$ cat src/rtl/dma_pkg.sv
// dma_pkg: constants and types shared by the dma_copy engine and the data memory.
//   DMA_ADDR_W  default word-address width (memory depth 2**DMA_ADDR_W)
//   DMA_DATA_W  default word width
//   dma_state_e engine FSM state (IDLE, READ, WRITE, DONE)
package dma_pkg;

    localparam int unsigned DMA_ADDR_W = 10;
    localparam int unsigned DMA_DATA_W = 16;

    typedef enum logic [1:0] {
        IDLE  = 2'd0,
        READ  = 2'd1,
        WRITE = 2'd2,
        DONE  = 2'd3
    } dma_state_e;

endpackage

$ cat src/rtl/dma_copy.sv
// dma_copy: single-channel block-copy engine acting as initiator on the data
// memory load/store port. Copies len words from src_addr to dst_addr in strictly
// ascending order, one read then one write per word. With DMA_FILL_EN defined,
// fill=1 at start writes fill_data to dst..dst+len-1, one word per cycle.
//
// Ports:
//   clk, rst_n          clock; synchronous active-low reset
//   start               command strobe, sampled only in IDLE
//   src_addr, dst_addr  first source / destination word address
//   len                 word count 0..2**ADDR_W
//   busy, done          status: busy in READ/WRITE, one-cycle done pulse
//   Load, Store         memory read / write enables (never both high)
//   addr, write_data    memory word address and write data (0 when idle)
//   read_data           combinational memory read data
//   fill, fill_data     fill-mode select and constant (only with DMA_FILL_EN)
module dma_copy
    import dma_pkg::*;
#(
    parameter int unsigned ADDR_W = DMA_ADDR_W,
    parameter int unsigned DATA_W = DMA_DATA_W
) (
    input  logic              clk,
    input  logic              rst_n,
    input  logic              start,
    input  logic [ADDR_W-1:0] src_addr,
    input  logic [ADDR_W-1:0] dst_addr,
    input  logic [ADDR_W:0]   len,
    output logic              busy,
    output logic              done,
    output logic              Load,
    output logic              Store,
    output logic [ADDR_W-1:0] addr,
    output logic [DATA_W-1:0] write_data,
    input  logic [DATA_W-1:0] read_data
`ifdef DMA_FILL_EN
    ,
    input  logic              fill,
    input  logic [DATA_W-1:0] fill_data
`endif
);

    localparam logic [ADDR_W:0] CNT_ONE = {{ADDR_W{1'b0}}, 1'b1};

    dma_state_e        state_q, state_d;
    logic [ADDR_W-1:0] src_q, src_d;
    logic [ADDR_W-1:0] dst_q, dst_d;
    logic [ADDR_W:0]   len_q, len_d;
    logic [ADDR_W:0]   cnt_q, cnt_d;
    logic [DATA_W-1:0] data_buf_q, data_buf_d;
    logic              last_word;
    logic              fill_mode;
`ifdef DMA_FILL_EN
    logic              fill_q, fill_d;
    logic [DATA_W-1:0] fill_data_q, fill_data_d;

    assign fill_mode = fill_q;
`else
    assign fill_mode = 1'b0;
`endif

    // len_q is never 0 outside IDLE, so len_q - 1 does not underflow when used.
    assign last_word = (cnt_q == (len_q - CNT_ONE));

    always_comb begin
        state_d    = state_q;
        src_d      = src_q;
        dst_d      = dst_q;
        len_d      = len_q;
        cnt_d      = cnt_q;
        data_buf_d = data_buf_q;
`ifdef DMA_FILL_EN
        fill_d      = fill_q;
        fill_data_d = fill_data_q;
`endif
        case (state_q)
            IDLE: begin
                if (start) begin
                    if (len == '0) begin
                        state_d = DONE;
                    end else begin
                        src_d   = src_addr;
                        dst_d   = dst_addr;
                        len_d   = len;
                        cnt_d   = '0;
                        state_d = READ;
`ifdef DMA_FILL_EN
                        fill_d      = fill;
                        fill_data_d = fill_data;
                        if (fill) begin
                            state_d = WRITE;
                        end
`endif
                    end
                end
            end
            READ: begin
                data_buf_d = read_data;
                state_d    = WRITE;
            end
            WRITE: begin
                if (last_word) begin
                    state_d = DONE;
                end else begin
                    cnt_d   = cnt_q + CNT_ONE;
                    state_d = fill_mode ? WRITE : READ;
                end
            end
            DONE: begin
                state_d = IDLE;
            end
            default: begin
                state_d = IDLE;
            end
        endcase
    end

    // Outputs are gated by rst_n so the strobes drop in the same cycle reset
    // is asserted, not one edge later.
    always_comb begin
        busy       = 1'b0;
        done       = 1'b0;
        Load       = 1'b0;
        Store      = 1'b0;
        addr       = '0;
        write_data = '0;
        if (rst_n) begin
            case (state_q)
                READ: begin
                    busy = 1'b1;
                    Load = 1'b1;
                    addr = src_q + cnt_q[ADDR_W-1:0];
                end
                WRITE: begin
                    busy  = 1'b1;
                    Store = 1'b1;
                    addr  = dst_q + cnt_q[ADDR_W-1:0];
`ifdef DMA_FILL_EN
                    write_data = fill_q ? fill_data_q : data_buf_q;
`else
                    write_data = data_buf_q;
`endif
                end
                DONE: begin
                    done = 1'b1;
                end
                default: begin
                end
            endcase
        end
    end

    always_ff @(posedge clk) begin
        if (!rst_n) begin
            state_q    <= IDLE;
            src_q      <= '0;
            dst_q      <= '0;
            len_q      <= '0;
            cnt_q      <= '0;
            data_buf_q <= '0;
`ifdef DMA_FILL_EN
            fill_q      <= 1'b0;
            fill_data_q <= '0;
`endif
        end else begin
            state_q    <= state_d;
            src_q      <= src_d;
            dst_q      <= dst_d;
            len_q      <= len_d;
            cnt_q      <= cnt_d;
            data_buf_q <= data_buf_d;
`ifdef DMA_FILL_EN
            fill_q      <= fill_d;
            fill_data_q <= fill_data_d;
`endif
        end
    end

endmodule

$ cat config.mk
export PLATFORM = sky130hd
export DESIGN_NAME = dma_copy
export DESIGN_NICKNAME = d
export VERILOG_FILES = /design/src/rtl/dma_pkg.sv /design/src/rtl/dma_copy.sv
export SDC_FILE = /design/constraint.sdc
export NUM_CORES = 1
export LEC_CHECK = 0
export BUFFER_PORTS_ARGS = -buffer_cell sky130_fd_sc_hd__buf_2
export CAP_MARGIN = 20
export CORE_MARGIN = 2
export CORE_UTILIZATION = 49
export CTS_CLUSTER_DIAMETER = 40
export DETAILED_ROUTE_END_ITERATION = 8
export GPL_TIMING_DRIVEN = 0
export PLACE_DENSITY = 0.87
export SYNTH_ARGS = -nofsm -noshare
export SYNTH_HDL_FRONTEND = slang
export SYNTH_SLANG_ARGS = --single-unit
$ cat constraint.sdc
create_clock -name clk -period 3.8 [get_ports clk]
set_clock_uncertainty 0.2 [all_clocks]
set_input_delay 0.38 -clock clk [delete_from_list [all_inputs] [get_ports clk]]
set_output_delay 0.38 -clock clk [all_outputs]
set_load 0.05 [all_outputs]
Word level (Yosys, flattened, before mapping)
Index checks and enable logic that the tools add are counted.
- bits in registers: 60
- input port bits: 50
- word-level logic and storage cells: 44
- add/sub/neg operators: 4
- equal/unequal tests: 7
- mux-type cells: 20
- bitwise logic cells: 1
- reduce and logical (&&, ||, !) cells: 6
- operator list (operator ; count):
    two-way mux 11 bit ; 3
    two-way mux 16 bit ; 2
    one-hot mux 11 bit (2 select lines) ; 1
    adder 10 bit ; 2
    one-hot mux 10 bit (2 select lines) ; 1
    adder 11 x 1 -> 11 bit (second input constant) ; 1
    == test 11 bit ; 1
    zero test 11 bit ; 1
    subtractor 11 x 1 -> 11 bit (second input constant) ; 1
    two-way mux 10 bit ; 1
    two-way mux 1 bit ; 8
    one-hot mux 2 bit (4 select lines) ; 1
    two-way mux 2 bit ; 3
    inequality test 2 bit (second input constant) ; 3
    == test 2 bit (second input constant) ; 2
    AND reduction 4 bit ; 1
    AND reduction 3 bit ; 1
    == test 2 x 1 -> 1 bit (second input constant) ; 1
    zero test 2 bit ; 1
    nonzero test 2 bit ; 1
    OR reduction 2 bit ; 1
    inverter 1 bit ; 1

Logic depth before layout (Yosys ltp)
Gate-level depths: netlist of the first run.
- word-level depth: 4
- gate-level depth with buffers: 14
- depth with buffers taken out: 12

Worst setup path before layout of the first run
No wires, ideal clock.
- path kind: reg2out
- from: register state_q[0]
- to: output addr[9]
- arrival: 3.754 ns
- data required time: 3.220 ns
- path slack: -0.534 ns
- cell stages (with the launch flop): 14
- buffers on the path: 2
- cells stage by stage: dfxtp_1 -> inv_1 -> ha_1 -> clkbuf_1 -> buf_1 -> mux2_2 -> ha_1 -> a21o_1 -> a21oi_1 -> o21bai_1 -> a2111oi_0 -> o31ai_1 -> xnor2_1 -> nor2_1
- longest elaborated chain between the ends: 3
- RTL lines (what ; line ; RTL):
    start: declaration ; dma_copy.sv:44 ; dma_state_e state_q, state_d;
    start signal: assignment ; dma_copy.sv:165 ; state_q <= state_d;
    == test 2 bit / == test 2 x 1 -> 1 bit (equally long branches) ; dma_copy.sv:127 ; case (state_q)
    one-hot mux 10 bit (2 select lines) * ; dma_copy.sv:127 ;
    two-way mux 10 bit * ; dma_copy.sv:126 ; if (rst_n) begin
    end: declaration ; dma_copy.sv:32 ; output logic [ADDR_W-1:0] addr,
Every way passes the cells marked *; elsewhere a longest branch is shown, timed or not.

Final worst setup path of the first run
- from: register state_q[0]
- to: output addr[7]
Same word-level chain as after synthesis.

==> impl_metrics.ini, run 1 <==
[run_status]
status = complete, no violations

[sta]
drv_slew = 0
slew_headroom_pct = 43.2
timing.final.crit_share_pct = 98.5
tightest_slew_ps = 852
finalSetupViolCount = 0
fmax_mhz = 267
min_period_ps = 3740
rsz0062_at_grt = yes
hold_violations = 0

[routing]
wl_per_cell_um = 16.9
wl_mm = 10.1
drtIter0Drc = 254
ant_nets = 0
vias_per_cell = 5.63
drc_errors = 0
vias = 3386
drt-pass1-iter-count = 5

[clock_network]
clock_sinks = 60
clock_latency_ps = 360
clock_tree.buffer_depth = 2
cts_root_buf = clkbuf_8
clkTransAtPathRegs_ps = 80
cts_tree = built
postCtsHoldBufs = 0
h-tree-depth = 3
cts_made_buffers = 9

[synthesis]
netlist.area_leader.share_pct = 33.7
synth_top_cell_by_area = dfxtp_1
syn_area_per_cell_um2 = 9.12
synth_area_um2 = 3570
synthFlopType = dfxtp_1
synthTopCellsByArea = dfxtp_1, mux2i_1, nor2b_1
yosys_warnings = 0
yosysSeqAreaShare_pct = 33.7
ys_ff_latch = 60
synth_nets = 458
synth_cells = 391
async_reset_ff_share_pct = 0
synth_edf_count = 0
synth.distinct_cells = 53

[global_route]
grt_pass1_wl_mm = 15.7
antenna_found_initial = 0
grt_max_degree = 14
grt-ovfl-total = 0
grt_pass1_vias = 3340
grt_use_total_pct = 25.7

[floorplanning]
die_w_um = 89.3
die_area_um2 = 7980
coreArea_um2 = 7140
start_util_pct = 50.0
ios = 80
row_count = 31
die_height_um = 89.3

[power_and_ir_drop]
ir_drop_mv = 0.338
power_density_nw_per_um2 = 603
leakage_nw = 2.01

[layout]
nets = 564
syn2layout_area_growth_pct = 28.5
fillCellCount = 585
post-route-util_pct = 64.2
antenna_cells = 0
drive_above_1_share_pct = 30.5
final_cells = 601

[setup_path]
cp_max_fo = 8
start_kind = register
arrival_ps = 3160
worst_ep_required_time_ps = 3220
crit_type = reg2out
cp-end-kind = output port

[job]
max-cap-violations = 0

[place]
dpl.hpwl_mm = 6.86
gp_routability_congestion = 0.898
portBuffers = 78
dp_cells = 568

[min_path]
hp-class = in2reg
## cell type report
type                    instances  area [µm²]  share of cell area [%]
clock inverters                 7        60.1                    1.31
clock buffers                   9         124                    2.70
flip-flops and latches         60        1210                    26.3
well taps                      99         124                    2.70
inverters                      10        40.0                   0.874
repair buffers                 96         554                    12.1
multi-input cells             297        2350                    51.4
plain buffers                  23         121                    2.65
## registers in the layout (all words and copies together), names as in the netlist
signal,flops
data_buf_q,16
cnt_q,11
dst_q,10
state_q,2
src_q,10
len_q,11
## per-layer routing
metal	part of all wire (%)	up-vias	track usage [%]
li1	-	1596	-
met1	39	1595	28.7
met2	51	157	45.9
met3	7.1	38	6.65
met4	3.4	0	11.4
met5	0	-	0
## cell usage after synthesis (all sizes together), types with 4 or more instances
cell type  instances
o21ai              6
a21oi             17
clkbuf            15
inv               10
or3                4
ha                16
nor2              19
xnor2             12
o32ai              5
and3              19
dfxtp             60
nor4               4
mux2               9
nand3              5
buf                9
mux2i             48
xor2               9
or4                7
nor2b             55
o31ai              5
nand2             18
## layout by cell type (no fill, tap or decap), drive strengths merged, types with 3 or more instances in the layout
cell type	n
and3	19
and2	3
nand2	18
clkbuf	23
or3	4
mux2	9
dfxtp	60
a21oi	17
xnor2	12
nand4	3
nor2b	55
o32ai	5
xor2	9
nor4	4
o31ai	5
o21ai	6
clkinvlp	3
buf	105
or4	7
nor2	19
nor3	3
ha	16
inv	13
a31oi	3
nand3	5
mux2i	48
## repair_timing
item | CTS | global route
gates resized for setup | 32 | 11
buffers inserted | 12 | 6
pin swaps | 11 | 12
setup endpoints to repair | 6 | 5
## cell families (layout without fill, tap and decap cells)
group / Yosys count / count (layout) / share of synthesized area, %
compound gates: 50 / 50 / 9.44
xor+xnor: 21 / 21 / 5.16
fa+ha+maj: 17 / 17 / 6.18
buf+inv: 34 / 145 / 4.10
flops: 60 / 60 / 33.7
mux: 57 / 57 / 16.3
simple gates: 152 / 152 / 25.1
## critical path: stages, from the launching register on
cell       delay [ps]
dfxtp_4           360
inv_4              70
ha_4              170
buf_12            140
mux2_4            320
ha_4              240
a21o_1            200
a21oi_4           190
o21bai_4          100
a2111oi_4         380
nor2_1            110
xor2_1            160
and2_2            200
buf_6             150
## path summary, 6_finish.rpt
kind,start,endpoint,slack [ps],depth (start not counted)
max reg2reg,len_q[0],cnt_q[6],520,12
min,read_data[14],data_buf_q[14],80,3
min reg2reg,data_buf_q[9],data_buf_q[9],310,2
max,state_q[0],addr[7],60,13
## report_power, final
| group | switching, W | leakage (nW) | internal [W] |
|---|---|---|---|
| sequential | 0.0000971 | 0.491 | 0.000753 |
| combinational | 0.000782 | 1.43 | 0.000591 |
| clock | 0.000296 | 0.0844 | 0.000246 |
## metrics by stage
stage | area (µm²) | setup TNS [ps] | setup WS [ps] | hold WS (ps) | total power (W)
after floorplan | 3590 | 0 | 29.0 | 263 | 0.00180
after global placement | 4100 | -1340 | -454 | 276 | 0.00201
after detailed placement | 4100 | -1690 | -549 | 287 | 0.00206
after CTS | 4500 | 0 | 9.21 | 78.8 | 0.00270
after global routing | 4580 | -21.4 | -13.1 | 80.8 | 0.00291
final | 4580 | 0 | 56.0 | 80.9 | 0.00276
No activity file was read; power rests on OpenSTA's default activity.
==> run 2: changes to the inputs <==
PLACE_DENSITY = 0.76   (was 0.87)
==> run 2 against run 1 <==
Effect of this change:
- final cell count is 0.50% higher
- global-route usage is 1.6 points lower
- clock power is 11% higher
- critical path type unchanged
- maximum frequency is 2.3% higher
- critical endpoint unchanged
- sequential power is 1% lower
- hold slack better by 1.5 ps
- via count is 3.3% lower
- routed wire length is 6.1% lower
==> impl_metrics.ini, run 2 (synthesis gave the netlist of run 1 again) <==
[layout]
nets = 566
post-route-util_pct = 64.7
largest_register = data_buf_q
layout_common_cells = buf_2, dfxtp_1, nor2b_1
fin_area_um2 = 4620
drive_above_1_share_pct = 30.8
largest_reg_flops = 16
reg_top3 = data_buf_q x16, cnt_q x11, len_q x11
mostFrequentLayoutCell = buf_2
syn2layout_area_growth_pct = 29.4

[power_and_ir_drop]
p_sw_w = 0.00112
power_density_nw_per_um2 = 616
p_comb_share_pct = 49.3
seqPwrFrac_pct = 29.6
leakage_nw = 2.04
ir_drop_mv = 0.321
swShare_pct = 39.5
clkPwrFrac_pct = 21.1
internal-power_w = 0.00172

[global_route]
antenna_found_initial = 1
grt_max_degree = 11
grt_pass1_wl_mm = 14.4
grt_use_total_pct = 24.2
grt-ovfl-total = 0
grt_pass1_vias = 3059

[place]
dpl.hpwl_mm = 6.54
placed_cell_area_um2 = 4100
portBuffers = 78
gp_routability_congestion = 0.844

[run_status]
status = complete, no violations

[sta]
hold_violations = 0
min_period_ps = 3660
tightest_slew_ps = 884
timing.final.crit_share_pct = 96.3
finalSetupViolCount = 0
fin_tns_setup_ps = 0
slew_headroom_pct = 41.1
fmax_mhz = 273
drv_slew = 0
rsz0062_at_grt = no

[floorplanning]
ios = 80
row_count = 31
coreArea_um2 = 7140
start_util_pct = 50.0
die_area_um2 = 7980
die_height_um = 89.3
die_w_um = 89.3

[clock_network]
postCtsHoldBufs = 0
clkTransAtPathRegs_ps = 70
cts_tree = built
clock_sinks = 60
clock_latency_ps = 350
clock_tree.buffer_depth = 2
h-tree-depth = 3
cts_root_buf = clkbuf_8
cts_made_buffers = 9

[routing]
ant_nets = 0
vias_per_cell = 5.42
vias = 3273
wl_per_cell_um = 15.7
drt-pass1-iter-count = 6
drtIter0Drc = 194
drc_errors = 0
wl_mm = 9.51

[setup_path]
arrival_ps = 3080
worst_ep_required_time_ps = 3220
cp_max_fo = 9
rrSetupSlack_ps = 720
cp-end-kind = output port
start_kind = register
crit_type = reg2out

[job]
max-cap-violations = 0

[min_path]
hp-class = in2reg
## run 2: final timing paths
check | start | endpoint | depth (start not counted)
hold / removal | dst_addr[8] | dst_q[8] | 3
setup reg to reg | len_q[0] | cnt_q[0] | 12
setup / recovery | state_q[0] | addr[7] | 12
hold reg to reg | cnt_q[10] | cnt_q[10] | 2
## run 2: repair_timing
| action | 4_1_cts | 5_1_grt |
|---|---|---|
| cloned | 0 | 1 |
| endpoints found under the setup margin | 6 | 5 |
| setup buffers | 8 | 11 |
| pin swaps | 9 | 12 |
| resized for setup | 24 | 14 |
| hold endpoints to repair | 0 | 0 |
## run 2: final cells by class
class / instances / area [µm²]
fillers: 600 / 2520
multi-input cells: 297 / 2340
flip-flops and latches: 60 / 1200
repair buffers: 98 / 587
clock buffers: 12 / 155
well taps: 99 / 124
plain buffers: 23 / 116
clock inverters: 4 / 47.5
inverters: 10 / 37.5
diodes: 1 / 2.50
## run 2: per-stage QoR
stage / total power, W / cells / setup WS, ps / hold WS, ps
floorplan: 0.00180 / 391 / 29.0 / 263
global placement: 0.00202 / 568 / -473 / 275
detailed placement: 0.00206 / 568 / -483 / 290
CTS: 0.00273 / 592 / 27.1 / 79.3
global route: 0.00301 / 604 / 21.6 / 82.3
finish: 0.00284 / 604 / 141 / 82.4
## run 2: layer usage
| metal | up-vias | global-route usage [%] | share of wire (%) |
|---|---|---|---|
| li1 | 1599 | - | - |
| met1 | 1538 | 28.7 | 42 |
| met2 | 109 | 40.0 | 48 |
| met3 | 27 | 8.59 | 6.4 |
| met4 | 0 | 9.36 | 3.6 |
| met5 | - | 0 | 0 |
## run 2: critical path, cell delays in order (launching register included)
cell	delay, ps
dfxtp_2	320
inv_2	70
ha_4	170
buf_4	120
buf_4	170
mux2_2	360
ha_1	330
or2_2	330
a21oi_1	240
nor2_1	110
xor2_1	150
and2_2	190
buf_4	180
## run 2: power by group through the flow
stage               clock, W  combinational (W)  sequential, W
floorplan                  0           0.000976       0.000820
global placement           0            0.00118       0.000842
detailed placement         0            0.00121       0.000848
CTS                 0.000606            0.00128       0.000837
global route        0.000632            0.00152       0.000856
finish              0.000599            0.00140       0.000841
